File: src/rtl/param_router_pkg.sv
// Shared definitions for param_router: default widths and thresholds, the
// per-FIFO flag bundle, and a width helper. Optional export: PARAM_ROUTER_OCCUPANCY_EN.
package param_router_pkg;

  localparam int DEF_NUM_IN  = 2;
  localparam int DEF_NUM_OUT = 4;
  localparam int DEF_DATA_W  = 8;
  localparam int DEF_CLASS_W = 2;
  localparam int DEF_DEPTH   = 8;
  localparam int DEF_AF_THR  = 6;
  localparam int DEF_AE_THR  = 2;

  // Registered status of one output FIFO; error is the sticky underflow bit.
  typedef struct packed {
    logic error;
    logic aempty;
    logic afull;
    logic full;
    logic empty;
  } fifo_flags_t;

  function automatic int cnt_width(input int depth);
    return $clog2(depth) + 1;
  endfunction

endpackage

File: src/rtl/param_router_if.sv
// Upstream/downstream bus of param_router. The fifo_count signal exists only
// when PARAM_ROUTER_OCCUPANCY_EN is defined.
// Handshake: a source word transfers on a rising edge where in_empty=0 and
// in_pop=1 in the same cycle; a FIFO read transfers where out_pop=1 and fifo_empty=0.
interface param_router_if
  import param_router_pkg::*;
#(
  parameter int NUM_IN  = DEF_NUM_IN,
  parameter int NUM_OUT = DEF_NUM_OUT,
  parameter int DATA_W  = DEF_DATA_W,
  parameter int CLASS_W = DEF_CLASS_W
`ifdef PARAM_ROUTER_OCCUPANCY_EN
  , parameter int DEPTH = DEF_DEPTH
`endif
);

  localparam int IN_W = DATA_W + CLASS_W;

  logic [NUM_IN*IN_W-1:0]    in_data;
  logic [NUM_IN-1:0]         in_empty;
  logic [NUM_IN-1:0]         in_pop;
  logic [NUM_OUT-1:0]        out_pop;
  logic [NUM_OUT*DATA_W-1:0] out_data;
  logic [NUM_OUT-1:0]        fifo_empty;
  logic [NUM_OUT-1:0]        fifo_full;
  logic [NUM_OUT-1:0]        almost_full;
  logic [NUM_OUT-1:0]        almost_empty;
  logic [NUM_OUT-1:0]        fifo_pause;
  logic [NUM_OUT-1:0]        fifo_error;
  logic                      class_error;
  logic                      Error;
`ifdef PARAM_ROUTER_OCCUPANCY_EN
  logic [NUM_OUT*cnt_width(DEPTH)-1:0] fifo_count;
`endif

  modport master (
    output in_data, in_empty, out_pop,
    input  in_pop, out_data, fifo_empty, fifo_full, almost_full, almost_empty,
    input  fifo_pause, fifo_error, class_error, Error
`ifdef PARAM_ROUTER_OCCUPANCY_EN
    , input fifo_count
`endif
  );

  modport slave (
    input  in_data, in_empty, out_pop,
    output in_pop, out_data, fifo_empty, fifo_full, almost_full, almost_empty,
    output fifo_pause, fifo_error, class_error, Error
`ifdef PARAM_ROUTER_OCCUPANCY_EN
    , output fifo_count
`endif
  );

endinterface

File: src/rtl/param_router_fifo.sv
// router_fifo: one synchronous show-ahead FIFO with occupancy count,
// registered threshold flags and a sticky underflow error.
module router_fifo
  import param_router_pkg::*;
#(
  parameter int DATA_W = DEF_DATA_W,
  parameter int DEPTH  = DEF_DEPTH,
  parameter int AF_THR = DEF_AF_THR,
  parameter int AE_THR = DEF_AE_THR,
  localparam int CNT_W = cnt_width(DEPTH)
) (
  input  logic              clk_i,
  input  logic              rst_i,
  input  logic              wr_en_i,
  input  logic [DATA_W-1:0] wr_data_i,
  input  logic              rd_en_i,
  output logic [DATA_W-1:0] rd_data_o,
  output fifo_flags_t       flags_o,
  output logic [CNT_W-1:0]  count_o
);

  localparam int PTR_W = $clog2(DEPTH);

  logic [DATA_W-1:0] mem_q [DEPTH];
  logic [PTR_W-1:0]  wr_ptr_q, wr_ptr_d;
  logic [PTR_W-1:0]  rd_ptr_q, rd_ptr_d;
  logic [CNT_W-1:0]  count_q, count_d;
  fifo_flags_t       flags_q, flags_d;
  logic              do_wr, do_rd;

  // A full FIFO refuses writes even when a read frees a slot this cycle.
  assign do_wr = wr_en_i && !flags_q.full;
  assign do_rd = rd_en_i && !flags_q.empty;

  always_comb begin
    wr_ptr_d = wr_ptr_q;
    rd_ptr_d = rd_ptr_q;
    count_d  = count_q;
    if (do_wr) wr_ptr_d = wr_ptr_q + PTR_W'(1);
    if (do_rd) rd_ptr_d = rd_ptr_q + PTR_W'(1);
    case ({do_wr, do_rd})
      2'b10:   count_d = count_q + CNT_W'(1);
      2'b01:   count_d = count_q - CNT_W'(1);
      default: count_d = count_q;
    endcase
    flags_d.empty  = (count_d == '0);
    flags_d.full   = (count_d == CNT_W'(DEPTH));
    flags_d.afull  = (count_d >= CNT_W'(AF_THR));
    flags_d.aempty = (count_d <= CNT_W'(AE_THR));
    flags_d.error  = flags_q.error || (rd_en_i && flags_q.empty);
  end

  always_ff @(posedge clk_i or posedge rst_i) begin
    if (rst_i) begin
      wr_ptr_q       <= '0;
      rd_ptr_q       <= '0;
      count_q        <= '0;
      flags_q.empty  <= 1'b1;
      flags_q.aempty <= 1'b1;
      flags_q.full   <= 1'b0;
      flags_q.afull  <= 1'b0;
      flags_q.error  <= 1'b0;
    end else begin
      wr_ptr_q <= wr_ptr_d;
      rd_ptr_q <= rd_ptr_d;
      count_q  <= count_d;
      flags_q  <= flags_d;
    end
  end

  always_ff @(posedge clk_i) begin
    if (do_wr) mem_q[wr_ptr_q] <= wr_data_i;
  end

  assign rd_data_o = flags_q.empty ? '0 : mem_q[rd_ptr_q];
  assign flags_o   = flags_q;
  assign count_o   = count_q;

endmodule

File: src/rtl/param_router.sv
// param_router: round-robin router from NUM_IN upstream FIFOs into NUM_OUT
// class-indexed output FIFOs. Define PARAM_ROUTER_OCCUPANCY_EN to export fifo_count.
module param_router
  import param_router_pkg::*;
#(
  parameter int NUM_IN  = DEF_NUM_IN,
  parameter int NUM_OUT = DEF_NUM_OUT,
  parameter int DATA_W  = DEF_DATA_W,
  parameter int CLASS_W = DEF_CLASS_W,
  parameter int DEPTH   = DEF_DEPTH,
  parameter int AF_THR  = DEF_AF_THR,
  parameter int AE_THR  = DEF_AE_THR
) (
  input logic           clk,
  input logic           reset,
  param_router_if.slave bus
);

  localparam int IN_W  = DATA_W + CLASS_W;
  localparam int CNT_W = cnt_width(DEPTH);
  localparam int RR_W  = (NUM_IN > 1) ? $clog2(NUM_IN) : 1;

  logic [CLASS_W-1:0]        src_class [NUM_IN];
  logic [NUM_IN-1:0]         src_bad, src_blocked, src_eligible;
  logic [NUM_IN-1:0]         in_pop;
  logic [NUM_OUT-1:0]        full_vec, wr_en;
  logic [NUM_OUT-1:0]        empty_vec, afull_vec, aempty_vec, error_vec;
  logic [NUM_OUT*DATA_W-1:0] out_data_w;
  logic                      grant_valid, grant_bad;
  logic [RR_W-1:0]           grant_idx;
  logic [CLASS_W-1:0]        grant_class;
  logic [DATA_W-1:0]         grant_data;
  logic [RR_W-1:0]           rr_ptr_q, rr_ptr_d;
  logic                      class_error_q, class_error_d;

  // A source whose class targets a full FIFO is skipped; invalid classes
  // are always eligible so the word can be discarded.
  always_comb begin
    for (int i = 0; i < NUM_IN; i++) begin
      src_class[i]   = bus.in_data[i*IN_W+DATA_W +: CLASS_W];
      src_bad[i]     = (int'(src_class[i]) >= NUM_OUT);
      src_blocked[i] = 1'b0;
      for (int k = 0; k < NUM_OUT; k++) begin
        if (int'(src_class[i]) == k) src_blocked[i] = full_vec[k];
      end
      src_eligible[i] = !bus.in_empty[i] && (src_bad[i] || !src_blocked[i]);
    end
  end

  // rr_ptr_q holds the first source to examine, i.e. last grant + 1.
  always_comb begin
    grant_valid = 1'b0;
    grant_idx   = rr_ptr_q;
    if (!reset) begin
      for (int k = 0; k < NUM_IN; k++) begin
        if (!grant_valid && src_eligible[(int'(rr_ptr_q) + k) % NUM_IN]) begin
          grant_valid = 1'b1;
          grant_idx   = RR_W'((int'(rr_ptr_q) + k) % NUM_IN);
        end
      end
    end
    grant_class = src_class[grant_idx];
    grant_bad   = src_bad[grant_idx];
    grant_data  = bus.in_data[int'(grant_idx)*IN_W +: DATA_W];

    in_pop = '0;
    if (grant_valid) in_pop[grant_idx] = 1'b1;

    wr_en = '0;
    for (int k = 0; k < NUM_OUT; k++) begin
      wr_en[k] = grant_valid && !grant_bad && (int'(grant_class) == k);
    end

    rr_ptr_d = rr_ptr_q;
    if (grant_valid) begin
      rr_ptr_d = (int'(grant_idx) == NUM_IN - 1) ? '0 : grant_idx + RR_W'(1);
    end
    class_error_d = class_error_q || (grant_valid && grant_bad);
  end

  always_ff @(posedge clk or posedge reset) begin
    if (reset) begin
      rr_ptr_q      <= '0;
      class_error_q <= 1'b0;
    end else begin
      rr_ptr_q      <= rr_ptr_d;
      class_error_q <= class_error_d;
    end
  end

  for (genvar k = 0; k < NUM_OUT; k++) begin : g_fifo
    fifo_flags_t flags;
`ifdef PARAM_ROUTER_OCCUPANCY_EN
    logic [CNT_W-1:0] cnt;
`else
    logic [CNT_W-1:0] cnt_unused;
`endif

    router_fifo #(
      .DATA_W (DATA_W),
      .DEPTH  (DEPTH),
      .AF_THR (AF_THR),
      .AE_THR (AE_THR)
    ) u_fifo (
      .clk_i     (clk),
      .rst_i     (reset),
      .wr_en_i   (wr_en[k]),
      .wr_data_i (grant_data),
      .rd_en_i   (bus.out_pop[k]),
      .rd_data_o (out_data_w[k*DATA_W +: DATA_W]),
      .flags_o   (flags),
`ifdef PARAM_ROUTER_OCCUPANCY_EN
      .count_o   (cnt)
`else
      .count_o   (cnt_unused)
`endif
    );

    assign empty_vec[k]  = flags.empty;
    assign full_vec[k]   = flags.full;
    assign afull_vec[k]  = flags.afull;
    assign aempty_vec[k] = flags.aempty;
    assign error_vec[k]  = flags.error;
`ifdef PARAM_ROUTER_OCCUPANCY_EN
    assign bus.fifo_count[k*CNT_W +: CNT_W] = cnt;
`endif
  end

  assign bus.in_pop       = in_pop;
  assign bus.out_data     = out_data_w;
  assign bus.fifo_empty   = empty_vec;
  assign bus.fifo_full    = full_vec;
  assign bus.almost_full  = afull_vec;
  assign bus.almost_empty = aempty_vec;
  assign bus.fifo_pause   = afull_vec;
  assign bus.fifo_error   = error_vec;
  assign bus.class_error  = class_error_q;
  assign bus.Error        = (|error_vec) || class_error_q;

endmodule

File: src/flat_wrapper.sv
// flat-port wrapper written by rule: the top's interface ports become plain ports
module param_router_flat import param_router_pkg::*;
#(
  parameter int NUM_IN  = DEF_NUM_IN,
  parameter int NUM_OUT = DEF_NUM_OUT,
  parameter int DATA_W  = DEF_DATA_W,
  parameter int CLASS_W = DEF_CLASS_W,
  parameter int DEPTH   = DEF_DEPTH,
  parameter int AF_THR  = DEF_AF_THR,
  parameter int AE_THR  = DEF_AE_THR
)
  (clk, reset, bus_in_data, bus_in_empty, bus_out_pop, bus_in_pop, bus_out_data, bus_fifo_empty, bus_fifo_full, bus_almost_full, bus_almost_empty, bus_fifo_pause, bus_fifo_error, bus_class_error, bus_Error);
  param_router_if #(.NUM_IN(NUM_IN), .NUM_OUT(NUM_OUT), .DATA_W(DATA_W), .CLASS_W(CLASS_W)) bus_i ();
  input logic clk;
  input logic reset;
  input wire logic [$bits(bus_i.in_data)-1:0] bus_in_data;
  input wire logic [$bits(bus_i.in_empty)-1:0] bus_in_empty;
  input wire logic [$bits(bus_i.out_pop)-1:0] bus_out_pop;
  output wire logic [$bits(bus_i.in_pop)-1:0] bus_in_pop;
  output wire logic [$bits(bus_i.out_data)-1:0] bus_out_data;
  output wire logic [$bits(bus_i.fifo_empty)-1:0] bus_fifo_empty;
  output wire logic [$bits(bus_i.fifo_full)-1:0] bus_fifo_full;
  output wire logic [$bits(bus_i.almost_full)-1:0] bus_almost_full;
  output wire logic [$bits(bus_i.almost_empty)-1:0] bus_almost_empty;
  output wire logic [$bits(bus_i.fifo_pause)-1:0] bus_fifo_pause;
  output wire logic [$bits(bus_i.fifo_error)-1:0] bus_fifo_error;
  output wire logic [$bits(bus_i.class_error)-1:0] bus_class_error;
  output wire logic [$bits(bus_i.Error)-1:0] bus_Error;
  assign bus_i.in_data = bus_in_data;
  assign bus_i.in_empty = bus_in_empty;
  assign bus_i.out_pop = bus_out_pop;
  assign bus_in_pop = bus_i.in_pop;
  assign bus_out_data = bus_i.out_data;
  assign bus_fifo_empty = bus_i.fifo_empty;
  assign bus_fifo_full = bus_i.fifo_full;
  assign bus_almost_full = bus_i.almost_full;
  assign bus_almost_empty = bus_i.almost_empty;
  assign bus_fifo_pause = bus_i.fifo_pause;
  assign bus_fifo_error = bus_i.fifo_error;
  assign bus_class_error = bus_i.class_error;
  assign bus_Error = bus_i.Error;
  param_router #(.NUM_IN(NUM_IN), .NUM_OUT(NUM_OUT), .DATA_W(DATA_W), .CLASS_W(CLASS_W), .DEPTH(DEPTH), .AF_THR(AF_THR), .AE_THR(AE_THR)) u_core (.clk(clk), .reset(reset), .bus(bus_i));
endmodule
File: config.mk
export PLATFORM = sky130hd
export DESIGN_NAME = param_router_flat
export DESIGN_NICKNAME = d
export VERILOG_FILES = /design/src/rtl/param_router_pkg.sv /design/src/rtl/param_router_if.sv /design/src/rtl/param_router_fifo.sv /design/src/rtl/param_router.sv /design/src/flat_wrapper.sv
export SDC_FILE = /design/constraint.sdc
export NUM_CORES = 1
export LEC_CHECK = 0
export ABC_AREA = 1
export CORE_MARGIN = 8
export CORE_UTILIZATION = 64
export CTS_BUF_LIST = sky130_fd_sc_hd__clkbuf_16
export CTS_CLUSTER_SIZE = 30
export DETAILED_ROUTE_END_ITERATION = 8
export PLACE_DENSITY = 0.93
export SLEW_MARGIN = 20
export SYNTH_ARGS = -nofsm -noshare
export SYNTH_HDL_FRONTEND = slang
export SYNTH_HIERARCHICAL = 1
export SYNTH_SLANG_ARGS = --single-unit
File: constraint.sdc
create_clock -name clk -period 5.5 [get_ports clk]
set_input_delay 1.1 -clock clk [delete_from_list [all_inputs] [get_ports clk]]
set_output_delay 1.1 -clock clk [all_outputs]
set_load 0.02 [all_outputs]
==> results.sh <==
export IMPL_status="finished, final reports clean"
export IMPL_avgSynthCellArea_um2=11.3
export IMPL_track_usage_pct=23.9
export IMPL_synth_cell_types=32
export IMPL_comb_power_share_pct=42.0
export IMPL_holdCritStartpoint="u_core/g_fifo[2].u_fifo/count_o[0]"
export IMPL_start_kind="primary input"
export IMPL_r2r_cells=23
export IMPL_ys_seq_area_share_pct=67.4
export IMPL_synth_fa_ha_area_share_pct=1.46
export IMPL_cts_resized_gates=0
export IMPL_worst_path_largest_cell_delay_ns=0.61
export IMPL_fin_setup_tns_ns=0
export IMPL_hpwl_um=20100
export IMPL_antennaDiodeCount=0
export IMPL_cp_num_buf_inv=4
export IMPL_layout_nets=1332
export IMPL_syn_cell_area_um2=13700
export IMPL_ios=88
export IMPL_yosysTopAreaCellShare_pct=56.1
export IMPL_fp_dieArea_um2=26300
export IMPL_crit_path_frequent_cell="nand2_1"
export IMPL_p_leak_nw=5.85
export IMPL_area_delta_synth_final_pct=14.2
export IMPL_finalHoldViolCount=0
export IMPL_viasPerCell=6.07
export IMPL_cts_sinks=317
export IMPL_synth_seq_cells=317
export IMPL_critical_path_class="in -> out"
export IMPL_p_seq_share_pct=37.3
export IMPL_min_period_over_period_pct=81.4
export IMPL_synthArstFlopShare_pct=19.2
export IMPL_synth_xor_area_share_pct=1.28
export IMPL_port_buffers=86
export IMPL_remaining_drc_errors=0
export IMPL_clockPowerShare_pct=20.8
export IMPL_critPathTopFamily="buffers and inverters"
export IMPL_drt_iter0_markers=1252
export IMPL_cts_clk_slew_worst_paths_ns=0.06
export IMPL_cap_violations=0
export IMPL_r2r_start="u_core/g_fifo[1].u_fifo/flags_o[1]"
export IMPL_h_tree_depth=1
export IMPL_crit_arrival_ns=3.38
export IMPL_setup_violations=0
export IMPL_p_int_mw=5.47
export IMPL_min_path_cells=1
export IMPL_gp_congestion=0.836
export IMPL_path_max_fanout=14
export IMPL_numCtsBuffers=30
export IMPL_hold_path_class="reg -> reg"
export IMPL_synth_compound_area_share_pct=10.8
export IMPL_clockBufferDepth=3
export IMPL_start_util_pct=65.1
export IMPL_synth_top_flop_cell="edfxtp_1"
export IMPL_muxShareOfSynthArea_pct=0
export IMPL_cts_tree="done"
export IMPL_drt_pass1_iter_count=6
export IMPL_pre_cts_ws_ns=1.10
export IMPL_power_density_nw_per_um2=582
export IMPL_grt_pass1_vias=9621
export IMPL_ir_drop_v=0.000415
export IMPL_die_w_um=162
export IMPL_grt_ovfl_total=0
export IMPL_ys_warn_count=6
export IMPL_ctsHoldBuffers=0
export IMPL_antenna_found_initial=0
export IMPL_die_h_um=162
export IMPL_drive_gt1_share_pct=10.3
export IMPL_yosys_area_top_type="edfxtp_1"
export IMPL_r2r_end="u_core/g_fifo[1].u_fifo/flags_o[0]"
export IMPL_finalWirelength_um=32000
export IMPL_ant_nets=0
export IMPL_via_count=9627
export IMPL_switching_share_pct=39.9
export IMPL_core_area_um2=21000
export IMPL_synthTopCellsByArea="edfxtp_1, dfrtp_1, nor2_1"
export IMPL_worst_slack_ns=1.02
export IMPL_worstMarginPinSlew_ns=0.902
export IMPL_yosys_area_share_simple_pct=14.8
export IMPL_skew_ns=0.00903
export IMPL_synthCells=1210
export IMPL_grt_max_degree=36
export IMPL_critPathRequiredTime_ns=4.40
export IMPL_synth_top_family_by_area="simple AND/OR/NAND/NOR gates"
export IMPL_period_needed_ns=4.48
export IMPL_rsz0062_at_grt="false"
export IMPL_slowest_stage="clkdlybuf4s50_1"
export IMPL_fmax_mhz=223
export IMPL_path_cells="clkdlybuf4s50_1 -> nand2_1 -> nand3_1 -> nand2_1 -> nand2_2 -> nand2_1 -> nand2_2 -> nand2_4 -> inv_2 -> nand2_1 -> inv_1 -> clkdlybuf4s50_1"
export IMPL_slew_violations=0
export IMPL_cts_root_buf="clkbuf_16"
export IMPL_fp_row_count=53
export IMPL_synth_edf_count=256
export IMPL_power_switching_mw=3.63
export IMPL_postCtsSetupBuffers=0
export IMPL_clk_latency_ns=0.54
export IMPL_wl_per_cell_um=20.2
export IMPL_hold_end="u_core/g_fifo[2].u_fifo/count_o[0]"
export IMPL_max_slew_margin_rel_pct=39.7
export IMPL_end_kind="primary output"
export IMPL_syn_nets=1254
export IMPL_rrSetupSlack_ns=2.24
export IMPL_grt_pass1_wl_um=49700
==> state kept, by name (all words and copies together), names as in the netlist <==
| signal | count |
|---|---|
| u_core/g_fifo.u_fifo/count_o | 16 |
| u_core/g_fifo.u_fifo/mem_q | 256 |
| u_core/g_fifo.u_fifo/wr_ptr_q | 12 |
| u_core/rr_ptr_q | 1 |
| u_core/g_fifo.u_fifo/rd_ptr_q | 12 |
| u_core/g_fifo.u_fifo/flags_o | 20 |
==> cells by family after synthesis <==
logic type                 after synthesis
DFF                                    317
buffers and inverters                  141
other                                    1
xor gates and xnor gates                20
AOI/OAI and AO/OA                      263
and+or+nand+nor                        452
adders and majority gates               16
==> layout by cell type (no fill, tap or decap), types with 5 or more instances in the layout <==
master and instances:
dfrtp_1 53, clkbuf_16 31, clkinv_1 5, edfxtp_1 256, nand3_1 27, nand2_2 30, o22ai_1 32, xor2_1 13
inv_1 96, nand2_1 120, o21ai_0 173, nor2_1 241, buf_4 6, inv_2 10, a21oi_1 6, nand3_2 15
xnor2_1 7, clkdlybuf4s50_1 86, nand2_4 7, a31oi_1 32, ha_1 16, clkinv_2 7, dfstp_2 8
==> cells in the mapped netlist (all sizes together), types with 8 or more instances <==
library cell,instances
edfxtp,256
dfstp,8
dfrtp,53
inv,95
nor2,248
o22ai,32
nand2,157
ha,16
nand3,42
a31oi,32
o21ai,181
xor2,13
buf,34
a21oi,10
clkbuf,12
==> worst max path at each step <==
stage | to | slack (ns) | from | cells after the start
floorplan | u_core/g_fifo[1].u_fifo/flags_o[1] | 2.25 | bus_in_data[18] | 25
global placement | bus_in_pop[0] | 1.22 | bus_in_data[18] | 12
detailed placement | bus_in_pop[0] | 1.10 | bus_in_data[18] | 12
CTS | bus_in_pop[0] | 1.09 | bus_in_data[18] | 12
global route | bus_in_pop[0] | 0.89 | bus_in_data[8] | 12
finish | bus_in_pop[0] | 1.02 | bus_in_data[18] | 12
==> stage by stage <==
step / util [%] / instances / total power [mW] / instance area [um^2] / hold slack [ns]
6_report: 74.4 / 1587 / 9.09 / 15600 / 0.563
3_3_place_gp: 70.0 / 1531 / 6.97 / 14700 / 0.515
2_1_floorplan: - / 1210 / 5.82 / 13700 / 0.493
3_5_place_dp: 70.0 / 1531 / 7.16 / 14700 / 0.523
5_1_grt: 74.4 / 1587 / 9.54 / 15600 / 0.565
4_1_cts: 74.3 / 1587 / 9.08 / 15600 / 0.560
==> per-layer routing <==
layer / part of all wire [%] / vias up / wire length [um] / global-route usage [%]
li1: - / 4342 / - / -
met1: 37 / 4615 / 11800 / 29.2
met2: 52 / 595 / 16500 / 42.4
met3: 8.5 / 75 / 2720 / 3.14
met4: 3.1 / 0 / 986 / 9.18
met5: 0 / - / 0 / 0
==> power groups by stage <==
stage	sequential [mW]	clock [mW]	combinational [mW]
after floorplan	3.37	0	2.45
after global placement	3.41	0	3.56
after detailed placement	3.43	0	3.72
after CTS	3.39	1.91	3.78
after global routing	3.42	2.00	4.12
final	3.39	1.89	3.82
==> layout make-up <==
type	count	area (um^2)
sequential	317	9220
clock buffer	31	776
timing repair buffer	92	906
multi-input combinational	752	3890
inverter	95	357
clock inverter	25	133
tap	275	344
fill	1213	5390
==> worst reg2reg max path, stage by stage (launching register included) <==
cell     delay, ns
dfrtp_1       0.53
nand2_1       0.09
nand3_1       0.09
nand2_1       0.07
nand2_2       0.08
nand2_1       0.08
nand2_2       0.13
nand2_4       0.15
nand2_1       0.10
nand3_1       0.09
nor2_1        0.32
nand2_4       0.15
nand2_4       0.10
nand2_1       0.07
nand2_1       0.08
inv_2         0.04
ha_1          0.18
a21oi_1       0.18
inv_1         0.07
nand2_2       0.08
nand2_2       0.07
o21ai_4       0.18
nand3_2       0.12
nor2_2        0.14
No activity file was read; power rests on OpenSTA's default activity.
